<file path="config.mk">
export PLATFORM = sky130hd
export DESIGN_NAME = sha256d_nonce_sched_flat
export DESIGN_NICKNAME = d
export VERILOG_FILES = /design/src/rtl/sha256d_nonce_sched_if.sv /design/src/rtl/sha256d_nonce_sched.sv /design/src/flat_wrapper.sv
export SDC_FILE = /design/constraint.sdc
export NUM_CORES = 2
export LEC_CHECK = 0
export ABC_AREA = 1
export CELL_PAD_IN_SITES_DETAIL_PLACEMENT = 1
export CELL_PAD_IN_SITES_GLOBAL_PLACEMENT = 1
export CORE_UTILIZATION = 40
export CTS_CLUSTER_DIAMETER = 60
export DETAILED_ROUTE_END_ITERATION = 7
export PLACE_DENSITY_LB_ADDON = 0.2
export SKIP_CTS_REPAIR_TIMING = 1
export SLEW_MARGIN = 0
export SYNTH_ARGS = -nofsm -noshare
export SYNTH_HDL_FRONTEND = slang
export SYNTH_SLANG_ARGS = --single-unit
</file>
<file path="constraint.sdc">
create_clock -name clk -period 5.1 [get_ports clk]
set_input_delay 0.51 -clock clk [delete_from_list [all_inputs] [get_ports clk]]
set_output_delay 0.51 -clock clk [all_outputs]
set_load 0.02 [all_outputs]
</file>
<file path="src/rtl/sha256d_nonce_sched_if.sv">
// Word-request / digest channel between the nonce sequencer
// and the sha256d wrapper.
interface sha256d_nonce_sched_if;
  logic         sha_start;
  logic         sha_rdy;
  logic [31:0]  sha_data;
  logic [4:0]   sha_addr;
  logic         sha_rq;
  logic [255:0] sha_hash;
  logic         sha_done;

  modport master (
    output sha_start, sha_rdy, sha_data,
    input  sha_addr, sha_rq, sha_hash, sha_done
  );

  modport slave (
    input  sha_start, sha_rdy, sha_data,
    output sha_addr, sha_rq, sha_hash, sha_done
  );
endinterface

</file>
<file path="src/rtl/sha256d_nonce_sched.sv">
// Nonce search sequencer: holds an 80-byte header, runs one
// double-SHA per nonce and tests each digest for leading zeros.
module sha256d_nonce_sched #(
  parameter logic [31:0] NONCE_STEP = 32'd1,
  parameter int unsigned TIMEOUT    = 4096
) (
  input  logic        clk,
  input  logic        rst_n,
  input  logic        cfg_we,
  input  logic [7:0]  cfg_wdata,
  input  logic [7:0]  zbits,
  input  logic        go,
  input  logic        abort,
  output logic        busy,
  output logic        found,
  output logic        exhausted,
  output logic        timeout_err,
  output logic [31:0] found_nonce,
  output logic [31:0] tries,
  sha256d_nonce_sched_if.master sha
);
  typedef enum logic [2:0] {
    S_IDLE, S_START, S_RUN, S_DRAIN, S_CHECK
  } state_t;

  localparam bit          WD_EN   = (TIMEOUT != 0);
  localparam logic [31:0] WD_LAST = 32'(TIMEOUT - 1);

  state_t       r_state;
  logic [6:0]   r_ptr;
  logic [31:0]  r_hdr [20];
  logic [31:0]  r_nonce;
  logic [7:0]   r_zbits;
  logic         r_busy;
  logic         r_found;
  logic         r_exh;
  logic         r_tmo;
  logic [31:0]  r_fnonce;
  logic [31:0]  r_tries;
  logic         r_start;
  logic         r_rdy;
  logic [31:0]  r_data;
  logic         r_rq_d;
  logic [31:0]  r_wd;
  logic         r_hit;

  logic         w_edge;
  logic         w_serve;
  logic         w_wd_exp;
  logic [255:0] w_mask;
  logic         w_hit;
  logic [32:0]  w_next;
  logic [31:0]  w_word;

  assign w_edge   = sha.sha_rq & ~r_rq_d;
  assign w_serve  = w_edge &
                    ((r_state == S_RUN) || (r_state == S_DRAIN));
  assign w_wd_exp = WD_EN && (r_wd == WD_LAST);
  // top zbits of the digest must be clear; zbits=0 gives an empty mask
  assign w_mask   = ~({256{1'b1}} >> r_zbits);
  assign w_hit    = ~|(sha.sha_hash & w_mask);
  assign w_next   = {1'b0, r_nonce} + {1'b0, NONCE_STEP};

  always_comb begin
    w_word = '0;
    if (sha.sha_addr == 5'd19)
      w_word = r_nonce;
    else if (sha.sha_addr < 5'd19)
      w_word = r_hdr[sha.sha_addr];
  end

  always_ff @(posedge clk or negedge rst_n) begin
    if (!rst_n) begin
      r_state  <= S_IDLE;
      r_ptr    <= '0;
      for (int i = 0; i < 20; i++)
        r_hdr[i] <= '0;
      r_nonce  <= '0;
      r_zbits  <= '0;
      r_busy   <= 1'b0;
      r_found  <= 1'b0;
      r_exh    <= 1'b0;
      r_tmo    <= 1'b0;
      r_fnonce <= '0;
      r_tries  <= '0;
      r_start  <= 1'b0;
      r_rdy    <= 1'b0;
      r_data   <= '0;
      r_rq_d   <= 1'b0;
      r_wd     <= '0;
      r_hit    <= 1'b0;
    end else begin
      r_start <= 1'b0;
      r_rdy   <= 1'b0;
      r_rq_d  <= sha.sha_rq;
      if (w_serve) begin
        r_rdy  <= 1'b1;
        r_data <= w_word;
      end
      unique case (r_state)
        S_IDLE: begin
          if (go) begin
            r_ptr   <= '0;
            r_zbits <= zbits;
            r_nonce <= r_hdr[19];
            r_found <= 1'b0;
            r_exh   <= 1'b0;
            r_tmo   <= 1'b0;
            r_tries <= '0;
            r_busy  <= 1'b1;
            r_start <= 1'b1;
            r_state <= S_START;
          end else if (cfg_we && (r_ptr < 7'd80)) begin
            r_hdr[r_ptr[6:2]][{~r_ptr[1:0], 3'b000} +: 8] <= cfg_wdata;
            r_ptr <= r_ptr + 7'd1;
          end
        end
        S_START: begin
          r_wd <= '0;
          if (abort) begin
            r_busy  <= 1'b0;
            r_state <= S_IDLE;
          end else begin
            r_state <= S_RUN;
          end
        end
        S_RUN: begin
          r_wd <= r_wd + 32'd1;
          if (sha.sha_done) begin
            if (abort) begin
              r_busy  <= 1'b0;
              r_state <= S_IDLE;
            end else begin
              r_hit   <= w_hit;
              if (r_tries != '1)
                r_tries <= r_tries + 32'd1;
              r_state <= S_CHECK;
            end
          end else if (w_wd_exp) begin
            r_tmo   <= 1'b1;
            r_busy  <= 1'b0;
            r_state <= S_IDLE;
          end else if (abort) begin
            r_state <= S_DRAIN;
          end
        end
        S_DRAIN: begin
          r_wd <= r_wd + 32'd1;
          if (sha.sha_done) begin
            r_busy  <= 1'b0;
            r_state <= S_IDLE;
          end else if (w_wd_exp) begin
            r_tmo   <= 1'b1;
            r_busy  <= 1'b0;
            r_state <= S_IDLE;
          end
        end
        S_CHECK: begin
          if (abort) begin
            r_busy  <= 1'b0;
            r_state <= S_IDLE;
          end else if (r_hit) begin
            r_found  <= 1'b1;
            r_fnonce <= r_nonce;
            r_busy   <= 1'b0;
            r_state  <= S_IDLE;
          end else if (w_next[32]) begin
            r_exh   <= 1'b1;
            r_busy  <= 1'b0;
            r_state <= S_IDLE;
          end else begin
            r_nonce <= w_next[31:0];
            r_start <= 1'b1;
            r_state <= S_START;
          end
        end
        default: begin
          r_busy  <= 1'b0;
          r_state <= S_IDLE;
        end
      endcase
    end
  end

  assign busy          = r_busy;
  assign found         = r_found;
  assign exhausted     = r_exh;
  assign timeout_err   = r_tmo;
  assign found_nonce   = r_fnonce;
  assign tries         = r_tries;
  assign sha.sha_start = r_start;
  assign sha.sha_rdy   = r_rdy;
  assign sha.sha_data  = r_data;
endmodule

</file>
<file path="src/flat_wrapper.sv">
// flat-port wrapper written by rule: the top's interface ports become plain ports
module sha256d_nonce_sched_flat 
#(
  parameter logic [31:0] NONCE_STEP = 32'd1,
  parameter int unsigned TIMEOUT    = 4096
)
  (clk, rst_n, cfg_we, cfg_wdata, zbits, go, abort, busy, found, exhausted, timeout_err, found_nonce, tries, sha_sha_start, sha_sha_rdy, sha_sha_data, sha_sha_addr, sha_sha_rq, sha_sha_hash, sha_sha_done);
  sha256d_nonce_sched_if sha_i ();
  input  logic clk;
  input  logic rst_n;
  input  logic cfg_we;
  input  logic [7:0] cfg_wdata;
  input  logic [7:0] zbits;
  input  logic go;
  input  logic abort;
  output logic busy;
  output logic found;
  output logic exhausted;
  output logic timeout_err;
  output logic [31:0] found_nonce;
  output logic [31:0] tries;
  output wire logic [$bits(sha_i.sha_start)-1:0] sha_sha_start;
  output wire logic [$bits(sha_i.sha_rdy)-1:0] sha_sha_rdy;
  output wire logic [$bits(sha_i.sha_data)-1:0] sha_sha_data;
  input wire logic [$bits(sha_i.sha_addr)-1:0] sha_sha_addr;
  input wire logic [$bits(sha_i.sha_rq)-1:0] sha_sha_rq;
  input wire logic [$bits(sha_i.sha_hash)-1:0] sha_sha_hash;
  input wire logic [$bits(sha_i.sha_done)-1:0] sha_sha_done;
  assign sha_sha_start = sha_i.sha_start;
  assign sha_sha_rdy = sha_i.sha_rdy;
  assign sha_sha_data = sha_i.sha_data;
  assign sha_i.sha_addr = sha_sha_addr;
  assign sha_i.sha_rq = sha_sha_rq;
  assign sha_i.sha_hash = sha_sha_hash;
  assign sha_i.sha_done = sha_sha_done;
  sha256d_nonce_sched #(.NONCE_STEP(NONCE_STEP), .TIMEOUT(TIMEOUT)) u_core (.clk(clk), .rst_n(rst_n), .cfg_we(cfg_we), .cfg_wdata(cfg_wdata), .zbits(zbits), .go(go), .abort(abort), .busy(busy), .found(found), .exhausted(exhausted), .timeout_err(timeout_err), .found_nonce(found_nonce), .tries(tries), .sha(sha_i));
endmodule
</file>
==> summary by stage <==
Synth
The share of flip-flops with an asynchronous set or reset after synthesis is 1.00. The arithmetic-cell share of the synthesized area counting full adders, half adders and majority gates is 0.00236. In the synthesized netlist, the cells that appear most often are sky130_fd_sc_hd__nand2_1 (1350), sky130_fd_sc_hd__dfrtp_1 (826), sky130_fd_sc_hd__o21ai_1 (680), sky130_fd_sc_hd__nor2_1 (565), sky130_fd_sc_hd__o21ai_0 (505).

Yosys instantiated no cell more often than sky130_fd_sc_hd__nand2_1. The simple-gate share of the synthesized area is 0.243. The count of synthesis-stage warnings from yosys is 0. For this run, the register share of the synthesized area comes to 0.487.

The number of nets in the synthesized netlist is between 5000 and 6000. The number of different library cells in the post-synthesis netlist is 46. The count of state elements after synthesis is 826.

The synthesized design contains 0 enable-type register cells. Each instance of the synthesized netlist takes up on average 7.78 µm². The area fraction in compound gates after synthesis is 0.199. Of the post-synthesis cell area, the part taken by muxes is 0. sky130_fd_sc_hd__dfrtp_1 takes more of the synthesized area than any other cell.

The fraction of synthesized cell area taken by the top area cell type is 0.487. In this run the cell area of the synthesized design comes to 42400 µm². In the synthesized netlist the dominant register cell turns out to be sky130_fd_sc_hd__dfrtp_1. In the post-synthesis netlist, the biggest area contributors are sky130_fd_sc_hd__dfrtp_1 (49%), sky130_fd_sc_hd__nand2_1 (12%), sky130_fd_sc_hd__o21ai_1 (8.0%), sky130_fd_sc_hd__o21ai_0 (6.0%), sky130_fd_sc_hd__nor2_1 (5.0%). Synthesis produced 5452 cells. After synthesis, the largest family of logic cells by area is simple AND/OR/NAND/NOR gates. The synthesized-area fraction occupied by xor and xnor cells is 0.00929.

Floorplan
The floorplan row count is 119. The total die area is 107000 µm². The initial utilization of the core area, before any placement, comes to 0.403.

The die boundary width is approximately 330 µm. The area inside the core boundary is 105000 µm². Pin placement for this block handled 386 I/O pins. The die boundary height is about 330 µm.

Power and ir drop
The total power divided by cell area is 417 nW/µm². The highest ir drop seen on vdd is ~0.24 mV. The static leakage is 21.6 nW.

Route
The number of nets with antenna violations after detailed routing is 0. Before antenna repair, the detailed router went through 6 iterations. After detailed routing, the average wire length per cell comes to 24.0 µm. The via density per instance is ~5.8. The wire length the detailed router placed on met1 is 78000 µm.

In the detailed route, the total length drawn on met3 is between 10000 and 15000 µm. For this run, design rule violations remaining after detail routing come to 0. Across all layers, the routed design uses 40900 vias.

The routed length on met2 is 75800 µm. The final wirelength is 170000 µm. The number of DRC markers in iteration 0 is approximately 3800.

The top metal layer carrying routed signals is met5.

Timing
The max-slew violation total from the final report was 0. The final cycle utilization of the critical path is 0.709. On the final layout, the worst clock skew is 0.0335 ns. The total count of hold-check failures in the final report is 0. The highest clock rate is approximately 280 MHz. Headroom to the max-slew limit came out at 0.181. Adding up every negative setup slack in the final design gives 0 ns. At the pin with the least slew margin, the transition time is 1.23 ns. Subtracting the final worst setup slack from the clock period gives 3.62 ns. Setup repair after global routing left no endpoint under its margin. The count of endpoints failing setup in the final report is 0.

Setup path
For this run, the slowest stage of the critical path takes 0.87 ns. The critical path capture point type is a flip-flop. The signal on the critical path passes through inv_1 > ha_1 > nor3_1 > nand2_1 > o21ai_1. STA classifies the critical path startpoint as a flip-flop.

Data arrives at the worst endpoint at between 4 and 5 ns. The category of the critical setup timing path is reg2reg. The required time of the critical path is 5.65 ns. The critical-path maximum fanout is 21. On the critical path, the stage with the largest delay is an instance of sky130_fd_sc_hd__nor3_1.

Clocking
The number of buffers created by CTS is 92. The total clock sinks is 826. After clock tree synthesis, the clock-pin slew on the worst setup and hold paths is 0.06 ns.

The clock reaches the later pin of the worst-skew pair after ~0.66 ns. The number of levels the H-tree was split into is 3. The tree is rooted in a sky130_fd_sc_hd__clkbuf_16.

The maximum count of clock buffers along a single path is 3. TritonCTS built the clock tree.

Global routing
The maximum number of pins on one net before global-route repair is between 150 and 200. The first-pass GRT wire length is about 260000 µm. The via count of the first global-routing pass came to 40400. For this run, the total global-route usage over all layers was measured as 0.311.

The global route total overflow is 0. The number of antenna violations at the first check in global routing is 21.

Final layout
Relative to the synthesized area, the layout overhead comes to 18.3%. The layout has 12700 filler cells. For this run, the share of the core covered by cells in the final layout is 0.477. The number of nets in the final layout is 5884.

Summing all multi-input logic gate instances after layout gives around 19000 µm². Of the cells placed in the final design, the portion with a size suffix greater than 1 is 0.0632. In the final layout, flip-flops and latches occupy 20700 µm².

Placed design
The wire-length estimate of the detail-placed layout is 114000 µm. Input and output buffers added on the ports amount to 384. Routability-driven placement finished with a final weighted congestion of between 1 and 1.5.

Outcome
The run finished with clean final reports.

Min path
The tightest min-delay check is of the in2reg type.

Flow run
The max-capacitance violation count is 0.
## critical path: cells and delay by family (launching register included)
kind | cells | cell delay [ns]
simple gates | 2 | 1.70
buf+inv | 1 | 0.48
flops | 1 | 0.47
fa+ha+maj | 1 | 0.46
compound gates | 1 | 0.39
## layer usage
layer / vias up / global-route usage
met2: 1224 / 0.478
met4: 14 / 0.103
met1: 20700 / 0.445
li1: 18800 / -
met3: 283 / 0.0533
met5: - / 0
## state kept, by name, indices dropped and copies added, names as in the netlist, 3 cells and up
name                 cells
u_core.r_state           3
u_core.found_nonce      32
u_core.sha.sha_data     32
u_core.r_nonce          32
u_core.tries            32
u_core.r_hdr           640
u_core.r_ptr             7
u_core.r_zbits           8
u_core.r_wd             32
## cell usage in the layout, fill, tap and decap left out, types with 47 or more instances in the layout
| cell | synthesis | layout |
|---|---|---|
| sky130_fd_sc_hd__nand2_1 | 1350 | 1349 |
| sky130_fd_sc_hd__dfrtp_1 | 826 | 825 |
| sky130_fd_sc_hd__o21ai_1 | 680 | 680 |
| sky130_fd_sc_hd__nor2_1 | 565 | 557 |
| sky130_fd_sc_hd__o21ai_0 | 505 | 505 |
| sky130_fd_sc_hd__clkdlybuf4s50_1 | 0 | 378 |
| sky130_fd_sc_hd__nand3_1 | 209 | 209 |
| sky130_fd_sc_hd__inv_1 | 193 | 192 |
| sky130_fd_sc_hd__o22ai_1 | 135 | 135 |
| sky130_fd_sc_hd__nand4_1 | 103 | 103 |
| sky130_fd_sc_hd__clkbuf_16 | 0 | 94 |
| sky130_fd_sc_hd__a21oi_1 | 68 | 68 |
| sky130_fd_sc_hd__o221ai_1 | 49 | 49 |
| sky130_fd_sc_hd__nand2_4 | 48 | 48 |
| sky130_fd_sc_hd__buf_4 | 4 | 48 |
| sky130_fd_sc_hd__nor3_1 | 47 | 47 |
## cell families after synthesis
logic type                 Yosys count
buffers and inverters              608
xor gates and xnor gates            45
DFF                                826
and+or+nand+nor                   2412
adders and majority gates            8
AOI/OAI and AO/OA                 1553
## power by group
group | switching, W | internal (W) | total (W) | leakage (nW)
Sequential | 0.000466 | 0.00696 | 0.00742 | 11.3
Clock | 0.00285 | 0.00432 | 0.00718 | 1.60
Combinational | 0.00469 | 0.00166 | 0.00635 | 8.68
## path summary, 6_finish.rpt
check / endpoint / cells after the start / slack, ns / from
min in group asynchronous: u_core.timeout_err / 2 / 0.52 / rst_n
worst max-delay path: u_core.r_hdr[290] / 5 / 1.48 / u_core.r_ptr[0]
worst min-delay path: u_core.r_rq_d / 1 / 0.39 / sha_sha_rq
max in group asynchronous: u_core.r_hdr[302] / 3 / 3.29 / rst_n
worst max register to register: u_core.r_hdr[290] / 5 / 1.48 / u_core.r_ptr[0]
worst min register to register: u_core.r_hdr[469] / 2 / 0.48 / u_core.r_hdr[469]
## stage by stage
stage                     hold slack [ns]  setup slack (ns)  power, W  instances  instance area [µm²]
final                               0.386              1.48    0.0209       7069                50200
after global routing                0.358              1.17    0.0218       7067                50200
after CTS                         -0.0737              1.46    0.0209       7056                50100
after detailed placement            0.473              1.49    0.0137       6888                46900
after global placement              0.465              1.65    0.0136       6888                46900
after floorplan                     0.214              2.67    0.0111       5452                42400
## area by class of cell
type / count / share of cell area
sequential: 826 / 0.412
tap: 1391 / 0.0347
clock buffer: 130 / 0.0542
antenna: 12 / 0.000598
timing repair buffer: 442 / 0.0877
inverter: 212 / 0.0161
multi-input combinational: 4018 / 0.384
clock inverter: 38 / 0.0108
(Power assumes the default switching activity.)
